==> config.mk <==
export PLATFORM = sky130hd
export DESIGN_NAME = serial_adder_flat
export DESIGN_NICKNAME = d
export VERILOG_FILES = /design/src/rtl/serial_adder_if.sv /design/src/rtl/serial_adder.sv /design/src/flat_wrapper.sv
export SDC_FILE = /design/constraint.sdc
export NUM_CORES = 1
export LEC_CHECK = 0
export CAP_MARGIN = 20
export CORE_MARGIN = 3
export CORE_UTILIZATION = 30
export DETAILED_ROUTE_END_ITERATION = 10
export SYNTH_ARGS = -nofsm -noshare
export SYNTH_HDL_FRONTEND = slang
export SYNTH_SLANG_ARGS = --single-unit
==> constraint.sdc <==
create_clock -name clk -period 1.3 [get_ports clk]
set_input_delay 0.26 -clock clk [delete_from_list [all_inputs] [get_ports clk]]
set_output_delay 0.26 -clock clk [all_outputs]
set_load 0.02 [all_outputs]
==> src/rtl/serial_adder_if.sv <==
// rtl/serial_adder_if.sv - operand/result bundle between a requester and the bit-serial adder
interface serial_adder_if #(
    parameter int N = 8
) ();
    logic         start;
    logic [N-1:0] A;
    logic [N-1:0] B;
    logic         Cin;
    logic         busy;
    logic         done;
    logic [N-1:0] S;
    logic         Cout;

    modport master (
        output start, A, B, Cin,
        input  busy, done, S, Cout
    );

    modport slave (
        input  start, A, B, Cin,
        output busy, done, S, Cout
    );
endinterface

==> src/rtl/serial_adder.sv <==
// rtl/serial_adder.sv - bit-serial N-bit adder: one full-adder cell, one carry flop, LSB first
module serial_adder #(
    parameter int N = 8
) (
    input  logic           clk,
    input  logic           rst_n,
    serial_adder_if.slave  bus
);
    localparam int CW = (N > 1) ? $clog2(N) : 1;

    typedef enum logic [1:0] {
        IDLE = 2'd0,
        RUN  = 2'd1,
        DONE = 2'd2
    } state_t;

    state_t         state;
    state_t         state_nx;

    logic [N-1:0]   a_sh;
    logic [N-1:0]   b_sh;
    logic [N-1:0]   s_sh;
    logic [N-1:0]   s_q;
    logic           carry;
    logic           cout_q;
    logic [CW-1:0]  cnt;

    logic           sum_bit;
    logic           carry_nx;
    logic [N-1:0]   s_nx;
    logic           last;

    // Single full-adder cell on the current LSB pair plus stored carry
    always_comb begin
        sum_bit  = a_sh[0] ^ b_sh[0] ^ carry;
        carry_nx = (a_sh[0] & b_sh[0]) | (a_sh[0] & carry) | (b_sh[0] & carry);
        s_nx     = s_sh >> 1;
        s_nx[N-1] = sum_bit;
        last     = (cnt == CW'(N - 1));
    end

    always_ff @(posedge clk or negedge rst_n) begin
        if (!rst_n) begin
            state <= IDLE;
        end else begin
            state <= state_nx;
        end
    end

    always_comb begin
        state_nx = state;
        case (state)
            IDLE:    if (bus.start) state_nx = RUN;
            RUN:     if (last)      state_nx = DONE;
            DONE:                   state_nx = IDLE;
            default:                state_nx = IDLE;
        endcase
    end

    always_ff @(posedge clk or negedge rst_n) begin
        if (!rst_n) begin
            a_sh   <= '0;
            b_sh   <= '0;
            s_sh   <= '0;
            s_q    <= '0;
            carry  <= 1'b0;
            cout_q <= 1'b0;
            cnt    <= '0;
        end else begin
            case (state)
                IDLE: begin
                    if (bus.start) begin
                        a_sh  <= bus.A;
                        b_sh  <= bus.B;
                        carry <= bus.Cin;
                        s_sh  <= '0;
                        cnt   <= '0;
                    end
                end
                RUN: begin
                    a_sh  <= a_sh >> 1;
                    b_sh  <= b_sh >> 1;
                    carry <= carry_nx;
                    s_sh  <= s_nx;
                    cnt   <= cnt + CW'(1);
                    // Published result only moves on the final bit, so S/Cout hold through RUN
                    if (last) begin
                        s_q    <= s_nx;
                        cout_q <= carry_nx;
                    end
                end
                default: begin
                end
            endcase
        end
    end

    assign bus.busy = (state == RUN);
    assign bus.done = (state == DONE);
    assign bus.S    = s_q;
    assign bus.Cout = cout_q;
endmodule

==> src/flat_wrapper.sv <==
// flat-port wrapper written by rule: the top's interface ports become plain ports
module serial_adder_flat 
#(
    parameter int N = 8
)
  (clk, rst_n, bus_start, bus_A, bus_B, bus_Cin, bus_busy, bus_done, bus_S, bus_Cout);
  serial_adder_if #(.N(N)) bus_i ();
  input  logic clk;
  input  logic rst_n;
  input wire logic [$bits(bus_i.start)-1:0] bus_start;
  input wire logic [$bits(bus_i.A)-1:0] bus_A;
  input wire logic [$bits(bus_i.B)-1:0] bus_B;
  input wire logic [$bits(bus_i.Cin)-1:0] bus_Cin;
  output wire logic [$bits(bus_i.busy)-1:0] bus_busy;
  output wire logic [$bits(bus_i.done)-1:0] bus_done;
  output wire logic [$bits(bus_i.S)-1:0] bus_S;
  output wire logic [$bits(bus_i.Cout)-1:0] bus_Cout;
  assign bus_i.start = bus_start;
  assign bus_i.A = bus_A;
  assign bus_i.B = bus_B;
  assign bus_i.Cin = bus_Cin;
  assign bus_busy = bus_i.busy;
  assign bus_done = bus_i.done;
  assign bus_S = bus_i.S;
  assign bus_Cout = bus_i.Cout;
  serial_adder #(.N(N)) u_core (.clk(clk), .rst_n(rst_n), .bus(bus_i));
endmodule
==> results.json, run 1 <==
{
  "fin_cells": 246,
  "clockRootBuffer": "clkbuf_8",
  "path_clk_slew_ps": 70,
  "yosys-top-cells-count": "38 x dfrtp_1, 18 x o22ai_1, 16 x a21oi_1",
  "slew_headroom_pct": 85.44,
  "synth_ff_type": "dfrtp_1",
  "dp_slack_ps": -180.2,
  "rr_endpoint": "u_core.bus.S[3]$_DFFE_PN0P_",
  "numPortBuffers": 30,
  "r2r_setup_slack_ps": 5,
  "grt_pass1_vias": 1263,
  "drt_first_iter_violations": 73,
  "hold_violations": 0,
  "min_period_ps": 1295,
  "avgRoutedWirePerCell_um": 14.68,
  "r2r-start": "u_core.cnt[0]$_DFFE_PN0P_",
  "slew_violations": 0,
  "io_pins": 31,
  "drt-total-wl_um": 3612,
  "drc": 0,
  "met2_length_um": 1716,
  "worstMarginPinSlew_ps": 217.7,
  "power_leakage_uw": 0.001034,
  "yosys_warnings": 0,
  "htree_levels": 2,
  "timing.final.crit_share_pct": 99.61,
  "setup_violations": 0,
  "grt_overflow": 0,
  "clock_sinks": 38,
  "firstDrtPassIters": 4,
  "wl_met3_um": 203,
  "synth_area_leaders": "dfrtp_1 60%, mux2_4 8.6%, o22ai_1 7.1%",
  "worstPathRequired_ps": 1470,
  "drt-met1-wl_um": 1669,
  "outcome": "completed",
  "yosysMostFrequentCell": "dfrtp_1",
  "vias": 1194,
  "path_cells": "ha_2, ha_4, nand2_4, mux2_4",
  "cp_top_family": "flip-flops",
  "synth_fp_nets": 150,
  "gp_congestion": 0.7786,
  "fin_util_pct": 46.32,
  "yosysTopAreaCell": "dfrtp_1",
  "holdWs_ps": 357.0,
  "die_area_sq_um": 6170,
  "start_kind": "register",
  "finalPower_uw": 5280,
  "dieHeight_um": 78.55,
  "yosysSeqAreaShare_pct": 60.22,
  "cp.arrival_ps": 1460,
  "hold_path_class": "in -> async",
  "ys_async_sr_fraction_pct": 100.0,
  "ys_types": 20,
  "n_antenna_cell": 0,
  "grt_max_degree": 39,
  "syn-cell-area_sq_um": 1579,
  "clock_skew_ps": 5.882,
  "rsz0062_at_grt": "true",
  "highest_layer": "met4",
  "finalWorstSetupSlack_ps": 5.028,
  "crit_buf_inv": 0,
  "synth-seq-cells": 38,
  "grt_use_total_pct": 11.96,
  "synth_cells": 127,
  "syn_area_per_cell_sq_um": 12.43,
  "slowest_stage": "dfrtp_1",
  "dp.cells": 232,
  "synth_edf_count": 0,
  "drv_cap": 0,
  "grt_antenna_before_repair": 0,
  "clk_latency_ps": 280,
  "fp.coreArea_sq_um": 4911,
  "cts_tree": "done",
  "areaGrowthSynthToFinish_pct": 44.06,
  "max_freq_mhz": 772.2,
  "final_nets": 201,
  "dp_hpwl_um": 2465,
  "num_rows": 25,
  "max_stage_delay_ps": 390,
  "start_util_pct": 32.15,
  "cts_buffer_depth": 2,
  "vias_per_cell": 4.854,
  "ant_nets": 0,
  "die_x_um": 78.55,
  "synth_top_cell_area_share_pct": 60.22,
  "path_class": "reg -> reg",
  "cts_buffers": 5,
  "cp_max_fo": 5,
  "endpoint_kind": "register",
  "ir_worst_vdd_v": 0.0009905,
  "grt_pass1_wl_um": 5830,
  "p_per_area_nw_per_um2": 2321,
  "reg2reg_depth": 4,
  "drive_above_1_share_pct": 28.49
}
==> worst max-delay path by stage <==
| stage | to | start | cells after the start |
|---|---|---|---|
| 5_1_grt | u_core.bus.S[2]$_DFFE_PN0P_ | u_core.cnt[1]$_DFFE_PN0P_ | 4 |
| 2_1_floorplan | u_core.bus.Cout$_DFFE_PN0P_ | u_core.cnt[0]$_DFFE_PN0P_ | 4 |
| 3_5_place_dp | bus_busy | u_core.state[1]$_DFFE_PN0P_ | 3 |
| 6_report | u_core.bus.S[3]$_DFFE_PN0P_ | u_core.cnt[0]$_DFFE_PN0P_ | 4 |
| 4_1_cts | u_core.bus.S[4]$_DFFE_PN0P_ | u_core.cnt[0]$_DFFE_PN0P_ | 4 |
| 3_3_place_gp | bus_busy | u_core.state[1]$_DFFE_PN0P_ | 3 |
==> final cells by class <==
cell class              count  area (sq um)
fillers                   467          2636
flip-flops and latches     38         952.2
multi-input cells          80         660.6
repair buffers             48         457.9
clock buffers               7         86.33
well taps                  67         83.83
inverters                   4         21.27
repair inverters            1         7.507
clock inverters             1         5.005
==> placed cells by master (no fill, tap or decap) <==
master and instances:
nand2b_4 2, dlygate4sd2_1 9, o21bai_1 1, nand2_1 1
inv_4 1, nand2_8 1, clkbuf_1 1, clkdlybuf4s50_1 19
clkbuf_8 6, buf_8 1, buf_12 1, dfrtp_2 1
a21oi_1 16, nand2_4 1, buf_6 5, inv_1 2
o21ai_0 1, clkinv_2 1, nor2_4 1, dfrtp_1 37
o22ai_1 15, buf_4 13, ha_4 1, o22ai_2 3
nand2b_1 1, mux2_4 9, a22o_1 11, clkinvlp_4 2
nor2_1 13, ha_2 1, o21ba_4 1, fa_1 1
==> metal layers <==
metal  vias up  track usage (%)
met3         5            3.555
met5         -                0
met2        39            19.52
met4         0            2.797
li1        570                -
met1       580            15.56
==> cells by family after synthesis <==
| family | Yosys count | share of synthesized area [%] |
|---|---|---|
| flops | 38 | 60.22 |
| fa+ha+maj | 3 | 2.852 |
| compound gates | 48 | 19.73 |
| simple gates | 19 | 5.626 |
| buf+inv | 10 | 3.011 |
| mux | 9 | 8.558 |
==> report_power, final <==
group / internal (uW) / switching, uW
Combinational: 1300 / 1080
Clock: 428 / 395
Sequential: 1720 / 360
==> worst reg2reg max path, stage by stage (launching register included) <==
cell     delay (ps)
dfrtp_1         390
ha_2            200
ha_4            190
nand2_4         100
mux2_4          300
==> per-stage QoR <==
step | TNS [ps] | cell area, sq um
after CTS | -305.7 | 2158
after detailed placement | -3042 | 2064
after floorplan | 0 | 1594
final | 0 | 2275
after global routing | -166.3 | 2275
after global placement | -2464 | 2064
==> flip-flops by register name, indices dropped and copies added, names as in the netlist <==
register and count:
u_core.carry 1, u_core.a_sh 8, u_core.b_sh 8, u_core.bus.Cout 1
u_core.bus.S 8, u_core.cnt 3, u_core.state 2, u_core.s_sh 7
==> repair_timing <==
item                                    4_1_cts  5_1_grt
resized for setup                            23       18
gates cloned                                  0        3
pin swaps                                     0        1
buffers inserted                              0        3
endpoints found under the setup margin       21       24
hold buffers                                  0        0
(Power assumes the default switching activity.)
==> run 2, diff against run 1 <==
--- a/config.mk
+++ b/config.mk
@@ -9,6 +9,7 @@
 export CORE_MARGIN = 3
 export CORE_UTILIZATION = 30
 export DETAILED_ROUTE_END_ITERATION = 10
+export REMOVE_ABC_BUFFERS = 1
 export SYNTH_ARGS = -nofsm -noshare
 export SYNTH_HDL_FRONTEND = slang
 export SYNTH_SLANG_ARGS = --single-unit
==> run 2 against run 1 <==
Effect of this change: sequential cell count did not move; critical path type unchanged; core utilization rose by 1.1 points; critical path depth rose by 1; largest power group unchanged; largest cell class unchanged; combinational power rose by 2%; count of clock-buffer cells in the layout fell by 1; clock power rose by 20%; cell area rose by 2.3%; the flow now finishes with violations (setup timing); hold slack barely moved; power rose by 3.7%.
==> results.json, run 2 (synthesis gave the netlist of run 1 again) <==
{
  "path_cells": "ha_2, ha_4, nand2_4, buf_6, mux2_4",
  "holdBufCountCts": 0,
  "cp_max_fo": 5,
  "worstPathRequired_ps": 1470,
  "drv_cap": 0,
  "drc": 0,
  "grt_pass1_vias": 1333,
  "dp_hpwl_um": 2364,
  "htree_levels": 2,
  "max_freq_mhz": 731.2,
  "vias": 1228,
  "dp_slack_ps": -217.8,
  "num_rows": 25,
  "grt_antenna_before_repair": 0,
  "die_area_sq_um": 6170,
  "ant_nets": 0,
  "areaGrowthSynthToFinish_pct": 47.39,
  "grt_pass1_wl_um": 5940,
  "r2r-start": "u_core.cnt[1]$_DFFE_PN0P_",
  "numPortBuffers": 30,
  "timing.final.crit_share_pct": 105.2,
  "hold_path_class": "in -> async",
  "slew_violations": 0,
  "cp_top_family": "flip-flops",
  "holdWs_ps": 356.8,
  "start_kind": "register",
  "max_stage_delay_ps": 390,
  "vias_per_cell": 4.835,
  "drt-total-wl_um": 3538,
  "cts_buffers": 5,
  "endpoint_kind": "register",
  "path_class": "reg -> reg",
  "avgRoutedWirePerCell_um": 13.93,
  "n_antenna_cell": 0,
  "slowest_stage": "dfrtp_1",
  "slew_headroom_pct": 85.03,
  "rr_endpoint": "u_core.bus.S[2]$_DFFE_PN0P_",
  "setup_violations": 10,
  "start_util_pct": 32.15,
  "drt_first_iter_violations": 46,
  "dieHeight_um": 78.55,
  "grt_max_degree": 39,
  "hold_violations": 0,
  "final_nets": 210,
  "grt_overflow": 0,
  "power_leakage_uw": 0.001097,
  "path_clk_slew_ps": 70,
  "die_x_um": 78.55,
  "gp_congestion": 0.8217,
  "r2r_setup_slack_ps": -70,
  "grt_use_total_pct": 12.02,
  "rsz0062_at_grt": "true",
  "cts_tree": "done",
  "crit_buf_inv": 1,
  "finalWorstSetupSlack_ps": -67.58,
  "violations": "setup timing",
  "reg2reg_depth": 5,
  "final_common_cell": "dfrtp_1",
  "firstDrtPassIters": 4,
  "fp.coreArea_sq_um": 4911,
  "outcome": "finished, violations left",
  "clockRootBuffer": "clkbuf_8",
  "clock_sinks": 38,
  "layout_common_cells": "38 x dfrtp_1, 23 x buf_4, 18 x o22ai_1, 18 x clkdlybuf4s50_1, 15 x a21oi_1",
  "clock_skew_ps": 6.282,
  "clk_latency_ps": 280,
  "p_per_area_nw_per_um2": 2353,
  "io_pins": 31,
  "drive_above_1_share_pct": 31.02,
  "ir_worst_vdd_v": 0.0009806,
  "cts_buffer_depth": 2,
  "cp.arrival_ps": 1530,
  "min_period_ps": 1368,
  "finalPower_uw": 5476,
  "worstMarginPinSlew_ps": 224.2
}
run 2: changes by cell type in the layout (fill, tap and decap cells not counted), sizes merged:
cell	change
buf	+10
bufinv	+1
clkbuf	-1
clkdlybuf4s50	-1
dlymetal6s2s	+1
inv	-1
nand2	-1
run 2: worst max path at each step:
stage,from,to,depth (start not counted)
detailed placement,u_core.state[1]$_DFFE_PN0P_,bus_busy,3
floorplan,u_core.state[0]$_DFFE_PN0P_,u_core.bus.S[7]$_DFFE_PN0P_,4
CTS,u_core.cnt[0]$_DFFE_PN0P_,u_core.bus.S[2]$_DFFE_PN0P_,5
global route,u_core.state[0]$_DFFE_PN0P_,u_core.bus.S[5]$_DFFE_PN0P_,6
finish,u_core.cnt[1]$_DFFE_PN0P_,u_core.bus.S[2]$_DFFE_PN0P_,5
global placement,u_core.state[1]$_DFFE_PN0P_,bus_busy,3
run 2: per-stage QoR:
step	cells	instance area (sq um)	utilization (%)	TNS, ps
finish	254	2327	47.39	-558.1
global route	254	2327	47.39	-1143
CTS	247	2230	45.40	-693.6
detailed placement	235	2072	42.19	-5134
global placement	235	2072	42.19	-4420
floorplan	121	1548	-	-726.1
run 2: where the power goes:
part	total, uW	internal, uW	switching, uW	leakage, uW
Sequential	2060	1720	339	0.000465
Combinational	2420	1360	1070	0.000575
Clock	991	614	378	0.0000573
Total	5480	3690	1780	0.00110
run 2: timing repair:
item,CTS,global route
buffers inserted,5,5
gates resized for setup,26,14
gates cloned,0,2
pin swaps,1,4
endpoints found under the setup margin,21,35
run 2: metal layers:
| layer | part of all wire (%) | global-route usage, % |
|---|---|---|
| met5 | 0 | 0 |
| met4 | 0 | 3.671 |
| met3 | 4.4 | 3.784 |
| met2 | 51 | 19.69 |
| met1 | 45 | 15.11 |
run 2: cell type report:
cell class	count	area (sq um)
repair inverters	1	7.507
flip-flops and latches	38	950.9
repair buffers	58	535.5
well taps	67	83.83
inverters	4	20.02
fillers	449	2584
clock buffers	6	82.58
clock inverters	1	30.03
multi-input cells	79	616.8
run 2: worst reg2reg max path: cells and delay by family, from the launching register on:
kind | cells | cell delay (ps)
AND/OR/NAND/NOR | 1 | 60
flip-flops | 1 | 390
adder cells (fa/ha/maj) | 2 | 370
buffers and inverters | 1 | 130
multiplexers | 1 | 300
==> run 3, diff against run 2 <==
--- a/config.mk
+++ b/config.mk
@@ -5,10 +5,10 @@
 export SDC_FILE = /design/constraint.sdc
 export NUM_CORES = 1
 export LEC_CHECK = 0
-export CAP_MARGIN = 20
 export CORE_MARGIN = 3
 export CORE_UTILIZATION = 30
 export DETAILED_ROUTE_END_ITERATION = 10
+export MAX_ROUTING_LAYER = met4
 export REMOVE_ABC_BUFFERS = 1
 export SYNTH_ARGS = -nofsm -noshare
 export SYNTH_HDL_FRONTEND = slang
==> run 3 against run 2 <==
Effect of this change: the flow still finishes with violations (setup timing); critical path depth did not move; cell area up 1.2%; final cell count unchanged; highest routed layer is now met4.
==> results.json, run 3 (synthesis gave the netlist of run 1 again) <==
{
  "busiest_layer": "met2",
  "drt-total-wl_um": 3564,
  "finalWorstSetupSlack_ps": -66.26,
  "max_stage_delay_ps": 400,
  "grt_antenna_before_repair": 0,
  "cp_top_family": "flip-flops",
  "grt_util_met1_pct": 15.32,
  "layout_common_cells": "38 x dfrtp_1, 23 x buf_4, 18 x clkdlybuf4s50_1",
  "cts_buffers": 5,
  "power_leakage_uw": 0.001105,
  "worstPathRequired_ps": 1470,
  "crit_buf_inv": 1,
  "path_class": "reg -> reg",
  "gp_congestion": 0.8340,
  "violations": "setup timing",
  "grt_overflow": 0,
  "n_antenna_cell": 0,
  "slew_headroom_pct": 84.97,
  "rsz0062_at_grt": "true",
  "min_period_ps": 1366,
  "htree_levels": 2,
  "drive_above_1_share_pct": 32.62,
  "outcome": "finished, violations left",
  "final_nets": 210,
  "areaGrowthSynthToFinish_pct": 49.13,
  "drc": 0,
  "vias_per_cell": 4.882,
  "cts_buffer_depth": 2,
  "endpoint_kind": "register",
  "final_common_cell": "dfrtp_1",
  "die_area_sq_um": 6170,
  "hold_path_class": "in -> async",
  "num_rows": 25,
  "cp.arrival_ps": 1530,
  "fp.coreArea_sq_um": 4911,
  "clockRootBuffer": "clkbuf_8",
  "clock_sinks": 38,
  "clock_skew_ps": 7.006,
  "dieHeight_um": 78.55,
  "slew_violations": 0,
  "cp_max_fo": 5,
  "numPortBuffers": 30,
  "io_pins": 31,
  "holdBufCountCts": 0,
  "grt_pass1_vias": 1332,
  "clk_latency_ps": 280,
  "setup_violations": 11,
  "dp.cells": 235,
  "max_freq_mhz": 731.9,
  "ir_worst_vdd_v": 0.0009868,
  "grt_pass1_wl_um": 5947,
  "grt_use_met3_pct": 3.555,
  "tns_ps": -598.9,
  "start_util_pct": 32.15,
  "timing.final.crit_share_pct": 105.1,
  "avgRoutedWirePerCell_um": 14.03,
  "grtUsageMet2_pct": 19.52,
  "firstDrtPassIters": 4,
  "die_x_um": 78.55,
  "drt_first_iter_violations": 45,
  "slowest_stage": "dfrtp_1",
  "fin_util_pct": 47.95,
  "start_kind": "register",
  "vias": 1240,
  "fin_cells": 254,
  "path_clk_slew_ps": 70,
  "p_per_area_nw_per_um2": 2356,
  "dp_hpwl_um": 2364,
  "ant_nets": 0,
  "holdWs_ps": 355.7,
  "grt_max_degree": 39,
  "hold_violations": 0,
  "worstMarginPinSlew_ps": 225.1,
  "cts_tree": "done",
  "grt_use_total_pct": 12.33,
  "path_cells": "ha_2, ha_4, nand2_4, buf_6, mux2_4",
  "drv_cap": 0
}
-- run 3: path summary, 6_finish.rpt --
check | startpoint | to | slack (ps) | depth (start not counted)
setup / recovery | u_core.cnt[0]$_DFFE_PN0P_ | u_core.bus.S[2]$_DFFE_PN0P_ | -70 | 5
hold / removal | rst_n | u_core.bus.S[4]$_DFFE_PN0P_ | 360 | 2
setup reg to reg | u_core.cnt[0]$_DFFE_PN0P_ | u_core.bus.S[2]$_DFFE_PN0P_ | -70 | 5
hold reg to reg | u_core.bus.S[0]$_DFFE_PN0P_ | u_core.bus.S[0]$_DFFE_PN0P_ | 510 | 1
max in group asynchronous | rst_n | u_core.b_sh[2]$_DFFE_PN0P_ | 760 | 2
min in group clk | u_core.bus.S[0]$_DFFE_PN0P_ | u_core.bus.S[0]$_DFFE_PN0P_ | 510 | 1
-- run 3: report_power, final --
part | leakage, uW | internal (uW) | switching (uW)
clock | 0.0000573 | 614 | 380
sequential | 0.000465 | 1720 | 350
combinational | 0.000583 | 1400 | 1080
total | 0.00111 | 3730 | 1810
-- run 3: timing repair --
item / 4_1_cts / 5_1_grt
resized for setup: 26 / 19
cloned: 0 / 2
pin swaps: 1 / 3
setup buffers: 5 / 5
setup endpoints to repair: 21 / 34
-- run 3: area by class of cell --
type | instances | area (sq um)
Sequential cell | 38 | 950.9
Fill cell | 451 | 2556
Inverter | 4 | 21.27
Clock buffer | 6 | 82.58
Multi-Input combinational cell | 79 | 643.1
Tap cell | 67 | 83.83
Clock inverter | 1 | 30.03
Timing Repair Buffer | 58 | 535.5
Timing Repair inverter | 1 | 7.507
-- run 3: layer usage --
| layer | vias to the layer above | wire [um] |
|---|---|---|
| li1 | 588 | - |
| met1 | 612 | 1604 |
| met2 | 38 | 1792 |
| met3 | 2 | 163 |
| met4 | 0 | 4 |
| met5 | - | 0 |
-- run 3: metrics by stage --
step           instance area, sq um  setup WS [ps]  power (uW)
3_3_place_gp                   2072         -189.1        4201
5_1_grt                        2355         -111.2        5928
2_1_floorplan                  1548         -80.69        3378
3_5_place_dp                   2072         -217.8        4296
4_1_cts                        2230         -74.03        5316
6_report                       2355         -66.26        5548
-- run 3: worst reg2reg max path, cell delays in order (launching register included) --
cell and delay (ps):
dfrtp_1 400, ha_2 190, ha_4 170, nand2_4 60
buf_6 130, mux2_4 300
